--- src/rtl/ddr_arb_pkg.sv ---
// ddr_arb_pkg: shared types and constants for the DDR burst arbiter.
package ddr_arb_pkg;

  // Default widths of the DDR user interface.
  localparam int DEF_DATA_WIDTH = 256;
  localparam int DEF_ADDR_WIDTH = 28;
  localparam int DEF_LEN_WIDTH  = 10;

  // Requester indices; the 2-bit value doubles as grant_id = {is_read, port}.
  localparam logic [1:0] WR0 = 2'd0;
  localparam logic [1:0] WR1 = 2'd1;
  localparam logic [1:0] RD0 = 2'd2;
  localparam logic [1:0] RD1 = 2'd3;

  // Arbiter FSM states.
  typedef enum logic [1:0] {
    ST_IDLE = 2'd0,
    ST_BUSY = 2'd1,
    ST_GAP  = 2'd2
  } arb_state_t;

endpackage

--- src/rtl/ddr_burst_arbiter_if.sv ---
// ddr_burst_arbiter_if: burst command/data bundle between the arbiter
// (master) and the DDR burst controller (slave).
interface ddr_burst_arbiter_if import ddr_arb_pkg::*; #(
  parameter int DATA_WIDTH = DEF_DATA_WIDTH,
  parameter int ADDR_WIDTH = DEF_ADDR_WIDTH,
  parameter int LEN_WIDTH  = DEF_LEN_WIDTH
) ();

  localparam int BA = ADDR_WIDTH - 3;

  logic                  ddr_wr_burst_req;
  logic [LEN_WIDTH-1:0]  ddr_wr_burst_len;
  logic [BA-1:0]         ddr_wr_burst_addr;
  logic [DATA_WIDTH-1:0] ddr_wr_burst_data;
  logic                  ddr_wr_burst_data_req;
  logic                  ddr_wr_burst_finish;

  logic                  ddr_rd_burst_req;
  logic [LEN_WIDTH-1:0]  ddr_rd_burst_len;
  logic [BA-1:0]         ddr_rd_burst_addr;
  logic                  ddr_rd_burst_data_valid;
  logic                  ddr_rd_burst_finish;
  logic [DATA_WIDTH-1:0] ddr_rd_burst_data;

  modport master (
    output ddr_wr_burst_req, ddr_wr_burst_len, ddr_wr_burst_addr, ddr_wr_burst_data,
    input  ddr_wr_burst_data_req, ddr_wr_burst_finish,
    output ddr_rd_burst_req, ddr_rd_burst_len, ddr_rd_burst_addr,
    input  ddr_rd_burst_data_valid, ddr_rd_burst_finish, ddr_rd_burst_data
  );

  modport slave (
    input  ddr_wr_burst_req, ddr_wr_burst_len, ddr_wr_burst_addr, ddr_wr_burst_data,
    output ddr_wr_burst_data_req, ddr_wr_burst_finish,
    input  ddr_rd_burst_req, ddr_rd_burst_len, ddr_rd_burst_addr,
    output ddr_rd_burst_data_valid, ddr_rd_burst_finish, ddr_rd_burst_data
  );

endinterface

--- src/rtl/ddr_burst_arbiter_rr_arbiter4.sv ---
// rr_arbiter4: 4-way round-robin pick starting after last_grant. With
// mask_reads_priority set, any pending read hides all writes, so rotation
// then happens within the read class only.
module rr_arbiter4 import ddr_arb_pkg::*; (
  input  logic [3:0] request,
  input  logic [1:0] last_grant,
  input  logic       mask_reads_priority,
  output logic       grant_valid,
  output logic [1:0] grant
);

  logic       rd_pending;
  logic [3:0] eligible;

  assign rd_pending = request[RD0] | request[RD1];

  // Hide writes while reads are pending and read priority is enabled.
  always_comb begin
    eligible = request;
    if (mask_reads_priority && rd_pending) begin
      eligible = request & 4'b1100;
    end
  end

  // Search last_grant+1, +2, +3, +4 (wraps mod 4) and keep the first hit.
  always_comb begin
    grant_valid = 1'b0;
    grant       = 2'd0;
    for (int k = 1; k <= 4; k++) begin
      if (!grant_valid && eligible[last_grant + 2'(k)]) begin
        grant_valid = 1'b1;
        grant       = last_grant + 2'(k);
      end
    end
  end

endmodule

--- src/rtl/ddr_burst_arbiter.sv ---
// ddr_burst_arbiter: shares one DDR burst controller between two write and
// two read requesters (order wr0, wr1, rd0, rd1), one burst at a time.
// Build option: define DDR_ARB_RD_PRIO_EN to give pending reads strict
// priority over writes; otherwise flat 4-way round-robin.
module ddr_burst_arbiter import ddr_arb_pkg::*; #(
  parameter int DATA_WIDTH = DEF_DATA_WIDTH,
  parameter int ADDR_WIDTH = DEF_ADDR_WIDTH,
  parameter int LEN_WIDTH  = DEF_LEN_WIDTH
) (
  input  logic                        mem_clk,
  input  logic                        sys_nrst,
  input  logic                        init_calib_complete,
  input  logic [1:0]                  wr_req,
  input  logic [2*LEN_WIDTH-1:0]      wr_len,
  input  logic [2*(ADDR_WIDTH-3)-1:0] wr_addr,
  input  logic [2*DATA_WIDTH-1:0]     wr_data,
  output logic [1:0]                  wr_data_req,
  output logic [1:0]                  wr_finish,
  input  logic [1:0]                  rd_req,
  input  logic [2*LEN_WIDTH-1:0]      rd_len,
  input  logic [2*(ADDR_WIDTH-3)-1:0] rd_addr,
  output logic [1:0]                  rd_data_valid,
  output logic [DATA_WIDTH-1:0]       rd_data,
  output logic [1:0]                  rd_finish,
  ddr_burst_arbiter_if.master         ddr,
  output logic                        busy,
  output logic [1:0]                  grant_id
);

  localparam int BA = ADDR_WIDTH - 3;
`ifdef DDR_ARB_RD_PRIO_EN
  localparam logic RD_PRIO = 1'b1;
`else
  localparam logic RD_PRIO = 1'b0;
`endif

  logic [1:0]           rst_sync;
  logic                 rst_n;
  arb_state_t           state;
  logic [1:0]           last_grant;
  logic [3:0]           request;
  logic                 arb_valid;
  logic [1:0]           arb_grant;
  logic [LEN_WIDTH-1:0] sel_len;
  logic [BA-1:0]        sel_addr;
  logic                 finish_hit;
  logic                 in_busy;

  // Reset asserts at once, releases two clocks after sys_nrst rises.
  always_ff @(posedge mem_clk or negedge sys_nrst) begin
    if (!sys_nrst) rst_sync <= 2'b00;
    else           rst_sync <= {rst_sync[0], 1'b1};
  end
  assign rst_n = rst_sync[1];

  assign request[WR0] = wr_req[0];
  assign request[WR1] = wr_req[1];
  assign request[RD0] = rd_req[0];
  assign request[RD1] = rd_req[1];

  rr_arbiter4 u_rr (
    .request             (request),
    .last_grant          (last_grant),
    .mask_reads_priority (RD_PRIO),
    .grant_valid         (arb_valid),
    .grant               (arb_grant)
  );

  // Length/address of the candidate requester, latched on grant.
  always_comb begin
    if (arb_grant[1]) begin
      sel_len  = arb_grant[0] ? rd_len[2*LEN_WIDTH-1:LEN_WIDTH] : rd_len[LEN_WIDTH-1:0];
      sel_addr = arb_grant[0] ? rd_addr[2*BA-1:BA] : rd_addr[BA-1:0];
    end else begin
      sel_len  = arb_grant[0] ? wr_len[2*LEN_WIDTH-1:LEN_WIDTH] : wr_len[LEN_WIDTH-1:0];
      sel_addr = arb_grant[0] ? wr_addr[2*BA-1:BA] : wr_addr[BA-1:0];
    end
  end

  // Only the finish of the direction in flight ends a burst.
  assign finish_hit = grant_id[1] ? ddr.ddr_rd_burst_finish : ddr.ddr_wr_burst_finish;
  assign in_busy    = (state == ST_BUSY);

  // Arbiter FSM with registered grant and DDR command outputs.
  always_ff @(posedge mem_clk or negedge rst_n) begin
    if (!rst_n) begin
      state                 <= ST_IDLE;
      last_grant            <= RD1;
      grant_id              <= 2'd0;
      busy                  <= 1'b0;
      ddr.ddr_wr_burst_req  <= 1'b0;
      ddr.ddr_wr_burst_len  <= '0;
      ddr.ddr_wr_burst_addr <= '0;
      ddr.ddr_rd_burst_req  <= 1'b0;
      ddr.ddr_rd_burst_len  <= '0;
      ddr.ddr_rd_burst_addr <= '0;
    end else begin
      case (state)
        ST_IDLE: begin
          if (init_calib_complete && arb_valid) begin
            state      <= ST_BUSY;
            busy       <= 1'b1;
            grant_id   <= arb_grant;
            last_grant <= arb_grant;
            if (arb_grant[1]) begin
              ddr.ddr_rd_burst_req  <= 1'b1;
              ddr.ddr_rd_burst_len  <= sel_len;
              ddr.ddr_rd_burst_addr <= sel_addr;
            end else begin
              ddr.ddr_wr_burst_req  <= 1'b1;
              ddr.ddr_wr_burst_len  <= sel_len;
              ddr.ddr_wr_burst_addr <= sel_addr;
            end
          end
        end
        ST_BUSY: begin
          if (finish_hit) begin
            state                <= ST_GAP;
            busy                 <= 1'b0;
            ddr.ddr_wr_burst_req <= 1'b0;
            ddr.ddr_rd_burst_req <= 1'b0;
          end
        end
        // One dead cycle lets the finished requester drop its request.
        ST_GAP:  state <= ST_IDLE;
        default: state <= ST_IDLE;
      endcase
    end
  end

  // Write data follows the granted write port; read data goes to both.
  assign ddr.ddr_wr_burst_data = grant_id[0] ? wr_data[2*DATA_WIDTH-1:DATA_WIDTH]
                                             : wr_data[DATA_WIDTH-1:0];
  assign rd_data = ddr.ddr_rd_burst_data;

  // Route per-beat strobes and finish only to the granted port.
  for (genvar gi = 0; gi < 2; gi++) begin : g_route
    logic sel_wr;
    logic sel_rd;
    assign sel_wr = in_busy && !grant_id[1] && (grant_id[0] == 1'(gi));
    assign sel_rd = in_busy &&  grant_id[1] && (grant_id[0] == 1'(gi));
    assign wr_data_req[gi]   = sel_wr & ddr.ddr_wr_burst_data_req;
    assign wr_finish[gi]     = sel_wr & ddr.ddr_wr_burst_finish;
    assign rd_data_valid[gi] = sel_rd & ddr.ddr_rd_burst_data_valid;
    assign rd_finish[gi]     = sel_rd & ddr.ddr_rd_burst_finish;
  end

endmodule

--- src/flat_wrapper.sv ---
// flat-port wrapper written by rule: the top's interface ports become plain ports
module ddr_burst_arbiter_flat import ddr_arb_pkg::*;
#(
  parameter int DATA_WIDTH = DEF_DATA_WIDTH,
  parameter int ADDR_WIDTH = DEF_ADDR_WIDTH,
  parameter int LEN_WIDTH  = DEF_LEN_WIDTH
)
  (mem_clk, sys_nrst, init_calib_complete, wr_req, wr_len, wr_addr, wr_data, wr_data_req, wr_finish, rd_req, rd_len, rd_addr, rd_data_valid, rd_data, rd_finish, busy, grant_id, ddr_ddr_wr_burst_req, ddr_ddr_wr_burst_len, ddr_ddr_wr_burst_addr, ddr_ddr_wr_burst_data, ddr_ddr_wr_burst_data_req, ddr_ddr_wr_burst_finish, ddr_ddr_rd_burst_req, ddr_ddr_rd_burst_len, ddr_ddr_rd_burst_addr, ddr_ddr_rd_burst_data_valid, ddr_ddr_rd_burst_finish, ddr_ddr_rd_burst_data);
  ddr_burst_arbiter_if #(.DATA_WIDTH(DATA_WIDTH), .ADDR_WIDTH(ADDR_WIDTH), .LEN_WIDTH(LEN_WIDTH)) ddr_i ();
  input  logic mem_clk;
  input  logic sys_nrst;
  input  logic init_calib_complete;
  input  logic [1:0] wr_req;
  input  logic [2*LEN_WIDTH-1:0] wr_len;
  input  logic [2*(ADDR_WIDTH-3)-1:0] wr_addr;
  input  logic [2*DATA_WIDTH-1:0] wr_data;
  output logic [1:0] wr_data_req;
  output logic [1:0] wr_finish;
  input  logic [1:0] rd_req;
  input  logic [2*LEN_WIDTH-1:0] rd_len;
  input  logic [2*(ADDR_WIDTH-3)-1:0] rd_addr;
  output logic [1:0] rd_data_valid;
  output logic [DATA_WIDTH-1:0] rd_data;
  output logic [1:0] rd_finish;
  output logic busy;
  output logic [1:0] grant_id;
  output wire logic [$bits(ddr_i.ddr_wr_burst_req)-1:0] ddr_ddr_wr_burst_req;
  output wire logic [$bits(ddr_i.ddr_wr_burst_len)-1:0] ddr_ddr_wr_burst_len;
  output wire logic [$bits(ddr_i.ddr_wr_burst_addr)-1:0] ddr_ddr_wr_burst_addr;
  output wire logic [$bits(ddr_i.ddr_wr_burst_data)-1:0] ddr_ddr_wr_burst_data;
  input wire logic [$bits(ddr_i.ddr_wr_burst_data_req)-1:0] ddr_ddr_wr_burst_data_req;
  input wire logic [$bits(ddr_i.ddr_wr_burst_finish)-1:0] ddr_ddr_wr_burst_finish;
  output wire logic [$bits(ddr_i.ddr_rd_burst_req)-1:0] ddr_ddr_rd_burst_req;
  output wire logic [$bits(ddr_i.ddr_rd_burst_len)-1:0] ddr_ddr_rd_burst_len;
  output wire logic [$bits(ddr_i.ddr_rd_burst_addr)-1:0] ddr_ddr_rd_burst_addr;
  input wire logic [$bits(ddr_i.ddr_rd_burst_data_valid)-1:0] ddr_ddr_rd_burst_data_valid;
  input wire logic [$bits(ddr_i.ddr_rd_burst_finish)-1:0] ddr_ddr_rd_burst_finish;
  input wire logic [$bits(ddr_i.ddr_rd_burst_data)-1:0] ddr_ddr_rd_burst_data;
  assign ddr_ddr_wr_burst_req = ddr_i.ddr_wr_burst_req;
  assign ddr_ddr_wr_burst_len = ddr_i.ddr_wr_burst_len;
  assign ddr_ddr_wr_burst_addr = ddr_i.ddr_wr_burst_addr;
  assign ddr_ddr_wr_burst_data = ddr_i.ddr_wr_burst_data;
  assign ddr_i.ddr_wr_burst_data_req = ddr_ddr_wr_burst_data_req;
  assign ddr_i.ddr_wr_burst_finish = ddr_ddr_wr_burst_finish;
  assign ddr_ddr_rd_burst_req = ddr_i.ddr_rd_burst_req;
  assign ddr_ddr_rd_burst_len = ddr_i.ddr_rd_burst_len;
  assign ddr_ddr_rd_burst_addr = ddr_i.ddr_rd_burst_addr;
  assign ddr_i.ddr_rd_burst_data_valid = ddr_ddr_rd_burst_data_valid;
  assign ddr_i.ddr_rd_burst_finish = ddr_ddr_rd_burst_finish;
  assign ddr_i.ddr_rd_burst_data = ddr_ddr_rd_burst_data;
  ddr_burst_arbiter #(.DATA_WIDTH(DATA_WIDTH), .ADDR_WIDTH(ADDR_WIDTH), .LEN_WIDTH(LEN_WIDTH)) u_core (.mem_clk(mem_clk), .sys_nrst(sys_nrst), .init_calib_complete(init_calib_complete), .wr_req(wr_req), .wr_len(wr_len), .wr_addr(wr_addr), .wr_data(wr_data), .wr_data_req(wr_data_req), .wr_finish(wr_finish), .rd_req(rd_req), .rd_len(rd_len), .rd_addr(rd_addr), .rd_data_valid(rd_data_valid), .rd_data(rd_data), .rd_finish(rd_finish), .ddr(ddr_i), .busy(busy), .grant_id(grant_id));
endmodule
--- config.mk ---
export PLATFORM = sky130hd
export DESIGN_NAME = ddr_burst_arbiter_flat
export DESIGN_NICKNAME = d
export VERILOG_FILES = /design/src/rtl/ddr_arb_pkg.sv /design/src/rtl/ddr_burst_arbiter_if.sv /design/src/rtl/ddr_burst_arbiter_rr_arbiter4.sv /design/src/rtl/ddr_burst_arbiter.sv /design/src/flat_wrapper.sv
export SDC_FILE = /design/constraint.sdc
export NUM_CORES = 1
export LEC_CHECK = 0
export ABC_AREA = 1
export CORE_AREA = 2 2 594 596
export DETAILED_ROUTE_END_ITERATION = 6
export DIE_AREA = 0 0 596 598
export GPL_TIMING_DRIVEN = 0
export PLACE_DENSITY = 0.3
export SYNTH_ARGS = -nofsm -noshare
export SYNTH_HDL_FRONTEND = slang
export SYNTH_SLANG_ARGS = --single-unit
--- constraint.sdc ---
create_clock -name mem_clk -period 6.2 [get_ports mem_clk]
set_input_delay 0.93 -clock mem_clk [delete_from_list [all_inputs] [get_ports mem_clk]]
set_output_delay 0.93 -clock mem_clk [all_outputs]
set_load 0.005 [all_outputs]
==> flow_summary.yaml <==
synth:
  avgSynthCellArea_um2: 5.49
  syn-num-nets: 2700
  ys_warn_count: 0
  ys_top_cells_by_area: "nand2_1, dfrtp_1, buf_4, inv_1, nand3_1"
  synth_top_cell_by_area: "nand2_1"
  yosysTopAreaCellShare: 0.394
  synth.cell_area_mm2: 0.00978
  syn-instance-count: 1781
  ys_seq_area_frac: 0.208
  synth_seq_cells: 81
  synth_cell_types: 26
cells_and_area:
  layout.cells.non_filler: 7696
  multiInputGateArea_mm2: 0.00491
  ff_latch_area_mm2: 0.00203
  final_common_cell: "clkdlybuf4s50_1"
  final_nets: 3971
  fillers: 41300
  area_growth_pct: 192
  drive_gt1_frac: 0.109
  final_cell_mix: "clkdlybuf4s50_1, nand2_1, buf_4"
setup_path:
  slowest_delay_ns: 0.94
  r2r_slack_ns: 2.41
  slowest_stage: "clkdlybuf4s50_1"
  r2r_end: "u_core.ddr.ddr_rd_burst_len[0]"
  crit_path_end_kind: "primary output"
  r2r-start: "u_core.last_grant[0]"
  crit_fanout: 10
  r2r_cells: 13
  crit_arrival_ns: 4.59
  cp_data_required_time_ns: 5.27
  start_kind: "flip-flop"
  crit_type: "reg -> out"
  path_cells: "clkbuf_2 > buf_12 > clkinv_1 > clkbuf_1 > clkbuf_1 > nand2_1 > nand2_1 > clkdlybuf4s50_1"
placement:
  place_inst: 7661
  port_buffers: 1257
  dp_slack_ns: 0.287
  dp_hpwl_um: 203000
  gp_congestion: 0.914
sta:
  max_freq_mhz: 181
  rsz0062_at_grt: "false"
  max_slew_margin: 0.0839
  min_period_over_period: 0.890
  fin_skew_ns: 0.0279
  hold_viol: 0
  setup_violations: 0
  slew_viol_final: 0
  worstMarginPinSlew_ns: 1.37
  period_needed_ns: 5.52
  holdWs_ns: 0.297
  setup_ws_ns: 0.683
floorplanning:
  core_region_area_mm2: 0.351
  dieArea_mm2: 0.356
  die_h_um: 598
  start_util: 0.0279
  io_pins: 1514
  num_rows: 218
  die_w_um: 596
cts:
  clockBufferDepth: 2
  clk_pin_slew_ns: 0.09
  post_cts_buffers: 0
  cts_made_buffers: 9
  cts.sinks: 81
  cts_hold_buf: 0
  ctsHtreeMaxLevel: 3
  clk_latency_ns: 0.42
  cts_tree: "built"
  cts-root-buf: "clkbuf_16"
drt:
  ant_nets: 0
  drt-total-wl_um: 216000
  firstDrtPassIters: 5
  drc: 0
  vias_per_cell: 2.21
  vias: 17000
  drtIter0Drc: 939
  wl_per_cell_um: 28.1
grt:
  grt_first_pass_wirelength_um: 251000
  grt_pass1_vias: 17400
  grt_max_degree: 52
  overflow: 0
  track_usage: 0.116
  antenna_found_initial: 112
power:
  ir_worst_vdd_mv: 0.217
  cellLeakagePower_nw: 11.5
  power_density_mw_per_mm2: 387
  total_power_mw: 11.1
run:
  maxCapViolations: 0
run_status:
  status: "finished clean"
hold_path:
  hp-class: "reg -> async"
-- per-stage QoR --
step	setup TNS, ns	cell area, um^2	utilization
floorplan	0	9780	-
global placement	-147.55	28100	0.0802
detailed placement	0	28200	0.0805
CTS	0	28500	0.0814
global route	0	28600	0.0814
finish	0	28600	0.0815
-- layout make-up --
| class | count | area share |
|---|---|---|
| clock inverter | 5 | 0.00214 |
| clock buffer | 11 | 0.00884 |
| buffer | 355 | 0.0832 |
| sequential | 81 | 0.0711 |
| tap | 4620 | 0.202 |
| multi-input combinational | 1222 | 0.172 |
| inverter | 123 | 0.0163 |
| antenna | 19 | 0.00166 |
| timing repair buffer | 1260 | 0.443 |
-- power breakdown --
group / switching (mW) / total [mW] / leakage, nW / internal (mW)
Combinational: 6.38 / 9.45 / 10.4 / 3.07
Clock: 0.325 / 0.663 / 0.156 / 0.338
Sequential: 0.160 / 0.956 / 0.956 / 0.795
Total: 6.87 / 11.1 / 11.5 / 4.20
-- cell usage after synthesis, drive strengths merged --
library cell,n
nand3,78
inv,121
nand3b,8
dfstp,2
nand2,1029
dfrtp,79
o21ai,4
clkinv,2
clkbuf,66
buf,289
a21oi,1
conb,1
nor3,3
o21a,1
a31oi,1
a21boi,1
nor2,39
nand4,56
-- cells by family after synthesis --
group / share of synthesized area
AO/OA/AOI/OAI: 0.00589
AND/OR/NAND/NOR: 0.496
flip-flops: 0.208
other: 0.000384
buffers and inverters: 0.290
-- flip-flops by register name (all words and copies together), names as in the netlist --
register and count:
u_core.state 2, u_core.ddr.ddr_rd_burst_len 10, u_core.last_grant 2, u_core.ddr.ddr_wr_burst_len 10, u_core.ddr.ddr_rd_burst_addr 25, u_core.ddr.ddr_wr_burst_req 1, u_core.ddr.ddr_wr_burst_addr 25, u_core.ddr.ddr_rd_burst_req 1
u_core.rst_sync 2, u_core.grant_id 2, u_core.busy 1
-- per-layer routing --
layer	GRT usage	wire length, um	share of wire	vias to the layer above
met4	0.0299	6800	0.031	14
met1	0.121	77400	0.36	7936
met5	0	86	0.00040	-
met2	0.226	116000	0.54	1190
li1	-	-	-	7668
met3	0.0311	16200	0.075	208
-- worst max-delay path: cells and delay by family, from the launching register on --
family / cells / cell delay (ns)
buffers and inverters: 6 / 3.25
DFF: 1 / 0.48
and+or+nand+nor: 2 / 0.39
-- worst max path at each step --
stage                       start                          to  slack (ns)  cells after the start
2_1_floorplan  u_core.rst_sync[1]                 u_core.busy        3.78                      0
3_3_place_gp   u_core.grant_id[0]  ddr_ddr_wr_burst_data[201]       -1.41                      7
3_5_place_dp   u_core.grant_id[0]  ddr_ddr_wr_burst_data[154]        0.29                      8
4_1_cts        u_core.grant_id[0]  ddr_ddr_wr_burst_data[201]        0.21                      8
5_1_grt        u_core.grant_id[0]  ddr_ddr_wr_burst_data[203]        0.35                      8
6_report       u_core.grant_id[0]  ddr_ddr_wr_burst_data[131]        0.68                      8
-- repair_timing --
| item | CTS | global route |
|---|---|---|
| gates resized for setup | 3 | 0 |
| endpoints found under the hold margin | 0 | 0 |
| setup endpoints to repair | 10 | 0 |
Note: power is estimated with default switching activity, not from simulation.
